`src/rtl/wb_master_bridge.sv`:
```
// Single-outstanding Wishbone classic initiator: valid/ready command in,
// one bus cycle out, valid/ready response back, with an ACK timeout.
module wb_master_bridge #(
  parameter int unsigned TIMEOUT = 255,
  parameter int unsigned CNT_W   = 16
) (
  input  logic        wb_clk_i,
  input  logic        wb_rst_n_i,
  input  logic        cmd_valid_i,
  output logic        cmd_ready_o,
  input  logic        cmd_we_i,
  input  logic [31:0] cmd_adr_i,
  input  logic [31:0] cmd_dat_i,
  input  logic [3:0]  cmd_sel_i,
  output logic        rsp_valid_o,
  input  logic        rsp_ready_i,
  output logic [31:0] rsp_dat_o,
  output logic        rsp_err_o,
  output logic        wbm_cyc_o,
  output logic        wbm_stb_o,
  output logic        wbm_we_o,
  output logic [3:0]  wbm_sel_o,
  output logic [31:0] wbm_adr_o,
  output logic [31:0] wbm_dat_o,
  input  logic        wbm_ack_i,
  input  logic [31:0] wbm_dat_i,
  output logic [15:0] xfer_cnt_o
);

  typedef enum logic [1:0] {IDLE, BUS, RESP} state_e;

  localparam logic [CNT_W-1:0] TMO_LAST = CNT_W'(TIMEOUT - 1);

  function automatic logic tmo_hit(input logic [CNT_W-1:0] cnt);
    return cnt == TMO_LAST;
  endfunction

  function automatic logic [31:0] rsp_data(input logic we, input logic [31:0] rd);
    return we ? 32'h0 : rd;
  endfunction

  state_e             state_q, state_d;
  logic               rdy_q, rdy_d;
  logic               cyc_q, cyc_d;
  logic               we_q, we_d;
  logic [31:0]        adr_q, adr_d;
  logic [31:0]        dat_q, dat_d;
  logic [3:0]         sel_q, sel_d;
  logic               rsp_valid_q, rsp_valid_d;
  logic               rsp_err_q, rsp_err_d;
  logic [31:0]        rsp_dat_q, rsp_dat_d;
  logic [CNT_W-1:0]   tmo_cnt_q, tmo_cnt_d;
  logic [15:0]        xfer_q, xfer_d;

  always_comb begin
    state_d     = state_q;
    cyc_d       = cyc_q;
    we_d        = we_q;
    adr_d       = adr_q;
    dat_d       = dat_q;
    sel_d       = sel_q;
    rsp_valid_d = rsp_valid_q;
    rsp_err_d   = rsp_err_q;
    rsp_dat_d   = rsp_dat_q;
    tmo_cnt_d   = tmo_cnt_q;
    xfer_d      = xfer_q;

    case (state_q)
      IDLE: begin
        if (cmd_valid_i && rdy_q) begin
          we_d      = cmd_we_i;
          adr_d     = cmd_adr_i;
          dat_d     = cmd_dat_i;
          sel_d     = cmd_sel_i;
          cyc_d     = 1'b1;
          tmo_cnt_d = '0;
          state_d   = BUS;
        end
      end
      BUS: begin
        // ACK is checked first so a late ACK on the final STB cycle is not an error
        if (wbm_ack_i) begin
          cyc_d       = 1'b0;
          rsp_dat_d   = rsp_data(we_q, wbm_dat_i);
          rsp_err_d   = 1'b0;
          rsp_valid_d = 1'b1;
          xfer_d      = xfer_q + 16'd1;
          state_d     = RESP;
        end else if (tmo_hit(tmo_cnt_q)) begin
          cyc_d       = 1'b0;
          rsp_dat_d   = 32'h0;
          rsp_err_d   = 1'b1;
          rsp_valid_d = 1'b1;
          xfer_d      = xfer_q + 16'd1;
          state_d     = RESP;
        end else begin
          tmo_cnt_d = tmo_cnt_q + 1'b1;
        end
      end
      RESP: begin
        if (rsp_ready_i) begin
          rsp_valid_d = 1'b0;
          state_d     = IDLE;
        end
      end
      default: state_d = IDLE;
    endcase

    // Ready is registered off the next state so it never follows an input combinationally
    rdy_d = (state_d == IDLE);
  end

  always_ff @(posedge wb_clk_i) begin
    if (!wb_rst_n_i) begin
      state_q     <= IDLE;
      rdy_q       <= 1'b0;
      cyc_q       <= 1'b0;
      we_q        <= 1'b0;
      adr_q       <= '0;
      dat_q       <= '0;
      sel_q       <= '0;
      rsp_valid_q <= 1'b0;
      rsp_err_q   <= 1'b0;
      rsp_dat_q   <= '0;
      tmo_cnt_q   <= '0;
      xfer_q      <= '0;
    end else begin
      state_q     <= state_d;
      rdy_q       <= rdy_d;
      cyc_q       <= cyc_d;
      we_q        <= we_d;
      adr_q       <= adr_d;
      dat_q       <= dat_d;
      sel_q       <= sel_d;
      rsp_valid_q <= rsp_valid_d;
      rsp_err_q   <= rsp_err_d;
      rsp_dat_q   <= rsp_dat_d;
      tmo_cnt_q   <= tmo_cnt_d;
      xfer_q      <= xfer_d;
    end
  end

  assign cmd_ready_o = rdy_q;
  assign rsp_valid_o = rsp_valid_q;
  assign rsp_dat_o   = rsp_dat_q;
  assign rsp_err_o   = rsp_err_q;
  assign wbm_cyc_o   = cyc_q;
  assign wbm_stb_o   = cyc_q;
  assign wbm_we_o    = we_q;
  assign wbm_sel_o   = sel_q;
  assign wbm_adr_o   = adr_q;
  assign wbm_dat_o   = dat_q;
  assign xfer_cnt_o  = xfer_q;

endmodule
```
`config.mk`:
```
export PLATFORM = sky130hd
export DESIGN_NAME = wb_master_bridge
export DESIGN_NICKNAME = d
export VERILOG_FILES = /design/src/rtl/wb_master_bridge.sv
export SDC_FILE = /design/constraint.sdc
export NUM_CORES = 1
export LEC_CHECK = 0
export CAP_MARGIN = 10
export CORE_ASPECT_RATIO = 0.6
export CORE_MARGIN = 2
export CORE_UTILIZATION = 46
export DETAILED_ROUTE_END_ITERATION = 8
export PLACE_DENSITY = 0.84
export SYNTH_ARGS = -nofsm -noshare
export SYNTH_HDL_FRONTEND = slang
export SYNTH_SLANG_ARGS = --single-unit
```
`constraint.sdc`:
```
create_clock -name wb_clk_i -period 5.62 [get_ports wb_clk_i]
set_input_delay 0.843 -clock wb_clk_i [delete_from_list [all_inputs] [get_ports wb_clk_i]]
set_output_delay 0.843 -clock wb_clk_i [all_outputs]
set_load 0.02 [all_outputs]
```
==> metrics.md <==
| Metric | Value |
|---|---|
| # DRC | `0` |
| Die Height | `~87 um` |
| Gpl congestion | `0.811` |
| Fin. Hold Viols | `0` |
| Syn avg cell area | `between 8 and 9 um2` |
| Ant. Diodes | `0` |
| TritonCTS Buffers | `17` |
| Initial DRT Pass Iterations | `5` |
| Number of I/O port buffers | `227` |
| Synth cell types | `43` |
| Min Tclk post-route | `3.14 ns` |
| Critical path arrival | `roughly 3.5 ns` |
| Total track usage | `between 20 and 30%` |
| Rows | `30` |
| Fmax | `around 0.32 GHz` |
| Clock root buffer | `clkbuf_16` |
| Setup TNS | `0 ns` |
| Via density per instance | `about 5.4` |
| Crit path max fanout | `20` |
| Area of the die | `0.0125 mm2` |
| Pwr dens | `around 290 mW/mm2` |
| Top Family by Delay on Critical Path | `simple AND/OR/NAND/NOR gates` |
| FF-to-FF path depth | `7` |
| Number of synthesized flops with an enable pin | `0` |
| Synth async-reset ratio | `0%` |
| Leakage | `approximately 3 nW` |
| Critical Path End Type | `flip-flop` |
| # setup viols final | `0` |
| RSZ-0062 raised after global routing | `no` |
| CTS sink count | `between 100 and 150` |
| Largest net degree at the start of global routing | `75` |
| H-tree depth | `4` |
| CP Class | `in2reg` |
| Nets | `920` |
| Synth Cell Area | `approximately 0.0053 mm2` |
| Clock Latency Late Sink | `~0.42 ns` |
| Syn. warnings | `0` |
| Synth Register Bits | `about 140` |
| R2r endpoint | `rsp_dat_o[12]` |
| Hold depth | `2` |
| Core Util, Final | `73.1%` |
| Area growth syn-to-layout | `54.9%` |
| DRT Wirelength | `15.9 mm` |
| Starting DRC count in detailed routing | `301` |
| Core area | `0.0113 mm2` |
| Worst slew pin tran | `roughly 0.7 ns` |
| Status | `finished, final reports clean` |
| Syn_nets | `just over 700` |
| CP max stage delay | `between 0.7 and 0.8 ns` |
| CP bufs+invs | `1` |
| Fill cells | `roughly 800` |
| Per-cell routed wire length | `roughly 16 um` |
| WP data required | `5.95 ns` |
| Worst Min Path Start | `wbm_dat_o[17]` |
| Clock Path Buffers | `2` |
| Share of cells above drive strength 1 | `under 10%` |
| Top_reg_cell synth | `dfxtp_1` |
| Period utilisation layout | `roughly 56%` |
| TritonCTS clock tree | `done` |
| First-pass GRT wire length | `24.5 mm` |
| I/O Pins | `228` |
| WP depth | `5` |
| Worst Hold Class | `reg2reg` |
| Final Skew | `0.0128 ns` |
| Gr ovfl total | `0` |
| Sequential fraction of the synthesis area | `between 50 and 60%` |
| MaxCap Viol Count | `0` |
| Crit-path cells | `clkdlybuf4s50_1 -> or3b_1 -> or4_4 -> or4_1 -> a21oi_1` |
| CTS clk-pin slew, worst paths | `about 0.060 ns` |
| Startpoint types | `primary input` |
| Post-Syn Instances | `between 600 and 700` |
| Via count of the routed design | `about 5200` |
| Hold Path End | `wbm_dat_o[17]` |
| Post-CTS Setup Bufs | `0` |
| Max-slew headroom at the worst pin | `between 50% and 60%` |
| Final slew viol count | `0` |
| R2r setup slk | `around 3.2 ns` |
| Vias in the first global route | `4798` |
| CTS resizes | `0` |
| Initial antenna violation count | `0` |
| Starting Density | `47.2%` |
| Cts hold-fix bufs | `0` |
| Reg2reg start | `tmo_cnt_q[1]` |
| Die Wd | `between 100 and 150 um` |
| Hpwl dp | `roughly 11 mm` |
| Critical path's slowest cell | `clkdlybuf4s50_1` |
| Worst VDD drop | `0.250 mV` |
| Antenna-violating nets left | `0` |
-- cells by family after synthesis --
kind of cell / count (synthesis) / synth area share (%)
buffers and inverters: 53 / 3.84
DFF: 139 / 52.4
and+or+nand+nor: 244 / 21.2
adders and majority gates: 3 / 0.707
muxes: 17 / 3.20
AOI/OAI and AO/OA: 146 / 18.2
xor gates and xnor gates: 3 / 0.495
-- worst reg2reg max path: stages (launching register included) --
cell and delay, ns:
dfxtp_1 0.40, ha_1 0.19, and4b_1 0.23, and4_1 0.48, buf_4 0.36, o21ai_2 0.08
buf_4 0.26, a32o_1 0.32
-- per-layer routing --
| layer | share of wire (%) | global-route usage (%) | up-vias |
|---|---|---|---|
| li1 | - | - | 2553 |
| met1 | 41 | 30.3 | 2432 |
| met3 | 8.1 | 9.51 | 30 |
| met4 | 2.3 | 9.36 | 0 |
| met5 | 0 | 0 | - |
| met2 | 48 | 41.4 | 192 |
-- registers in the layout, indices dropped and copies added, names as in the netlist, 2 cells and up --
signal	flops
wbm_sel_o	4
xfer_cnt_o	16
wbm_dat_o	32
rsp_dat_o	32
wbm_adr_o	32
tmo_cnt_q	16
state_q	2
-- per-stage QoR --
step           hold slack (ns)  power (mW)  setup WS [ns]  area [um2]  cells
2_1_floorplan            0.444        1.19           3.15        5310    605
3_3_place_gp             0.441        1.34           2.22        7650    936
3_5_place_dp             0.446        1.35           2.14        7650    936
4_1_cts                  0.457        2.44           2.51        8230    968
5_1_grt                  0.470        2.51           2.38        8230    968
6_report                 0.458        2.42           2.48        8230    968
-- Yosys cell counts (2+ instances only) --
cell         n  share of area (%)
a21oi_1     85                8.0
mux2i_1     17                3.2
o2111ai_1    5               0.82
nand2_1    165                 12
o211ai_1     8                1.1
o21ai_0      3               0.28
and3_1       3               0.35
clkbuf_1    43                3.0
buf_1        2               0.14
xnor2_1      3               0.49
nor2_1       9               0.64
inv_1        5               0.35
ha_1         3               0.71
and4_1       3               0.49
o31ai_1      7               0.99
nand3_1      4               0.38
nand4_1      9                1.1
nand2b_1    14                1.6
nor3b_1      2               0.28
dfxtp_1    139                 52
nor4_1       7               0.82
or4_1        7               0.99
nor3_1       5               0.47
a32o_1      32                6.0
or3_1        6               0.71
o211a_1      2               0.38
-- cell type report --
cell class                 count  area (um2)  share of cell area (%)
clock buffer                  17         425                    5.17
clock inverter                15         155                    1.89
inverter                       6        22.5                   0.274
multi-input combinational    413        2340                    28.5
sequential                   139        2780                    33.8
tap                          144         180                    2.19
timing repair buffer         234        2320                    28.2
-- power by group --
part	leakage, nW	switching [mW]	internal (mW)
combinational	1.51	0.143	0.147
clock	0.285	0.463	0.625
sequential	1.13	0.0200	1.02
-- worst max-delay path by stage --
stage,endpoint,slack (ns),from
final,tmo_cnt_q[13],2.48,wbm_ack_i
after global routing,tmo_cnt_q[13],2.38,wbm_ack_i
after CTS,tmo_cnt_q[13],2.51,wbm_ack_i
after detailed placement,tmo_cnt_q[13],2.14,wbm_ack_i
after global placement,tmo_cnt_q[13],2.22,wbm_ack_i
after floorplan,tmo_cnt_q[11],3.15,wbm_ack_i
-- layout by cell type (no fill, tap or decap), types with 2 or more instances in the layout --
cell	count
inv_1	5
o2111ai_1	5
inv_8	3
nor4_1	6
o31ai_1	7
nor2_1	9
and4_1	3
xnor2_1	3
a32o_1	32
clkdlybuf4s50_1	226
nor3_1	5
or3_1	6
inv_6	4
buf_4	7
o21ai_0	3
o211ai_1	8
or4_1	7
clkinv_4	5
nand4_1	9
o211a_1	2
nand2b_1	14
nand3_1	3
and3_1	3
mux2i_1	17
a21oi_1	85
ha_1	3
nand2_1	165
dfxtp_1	139
clkbuf_16	17
nor3b_1	2
Power figures use the tool's default switching activity.
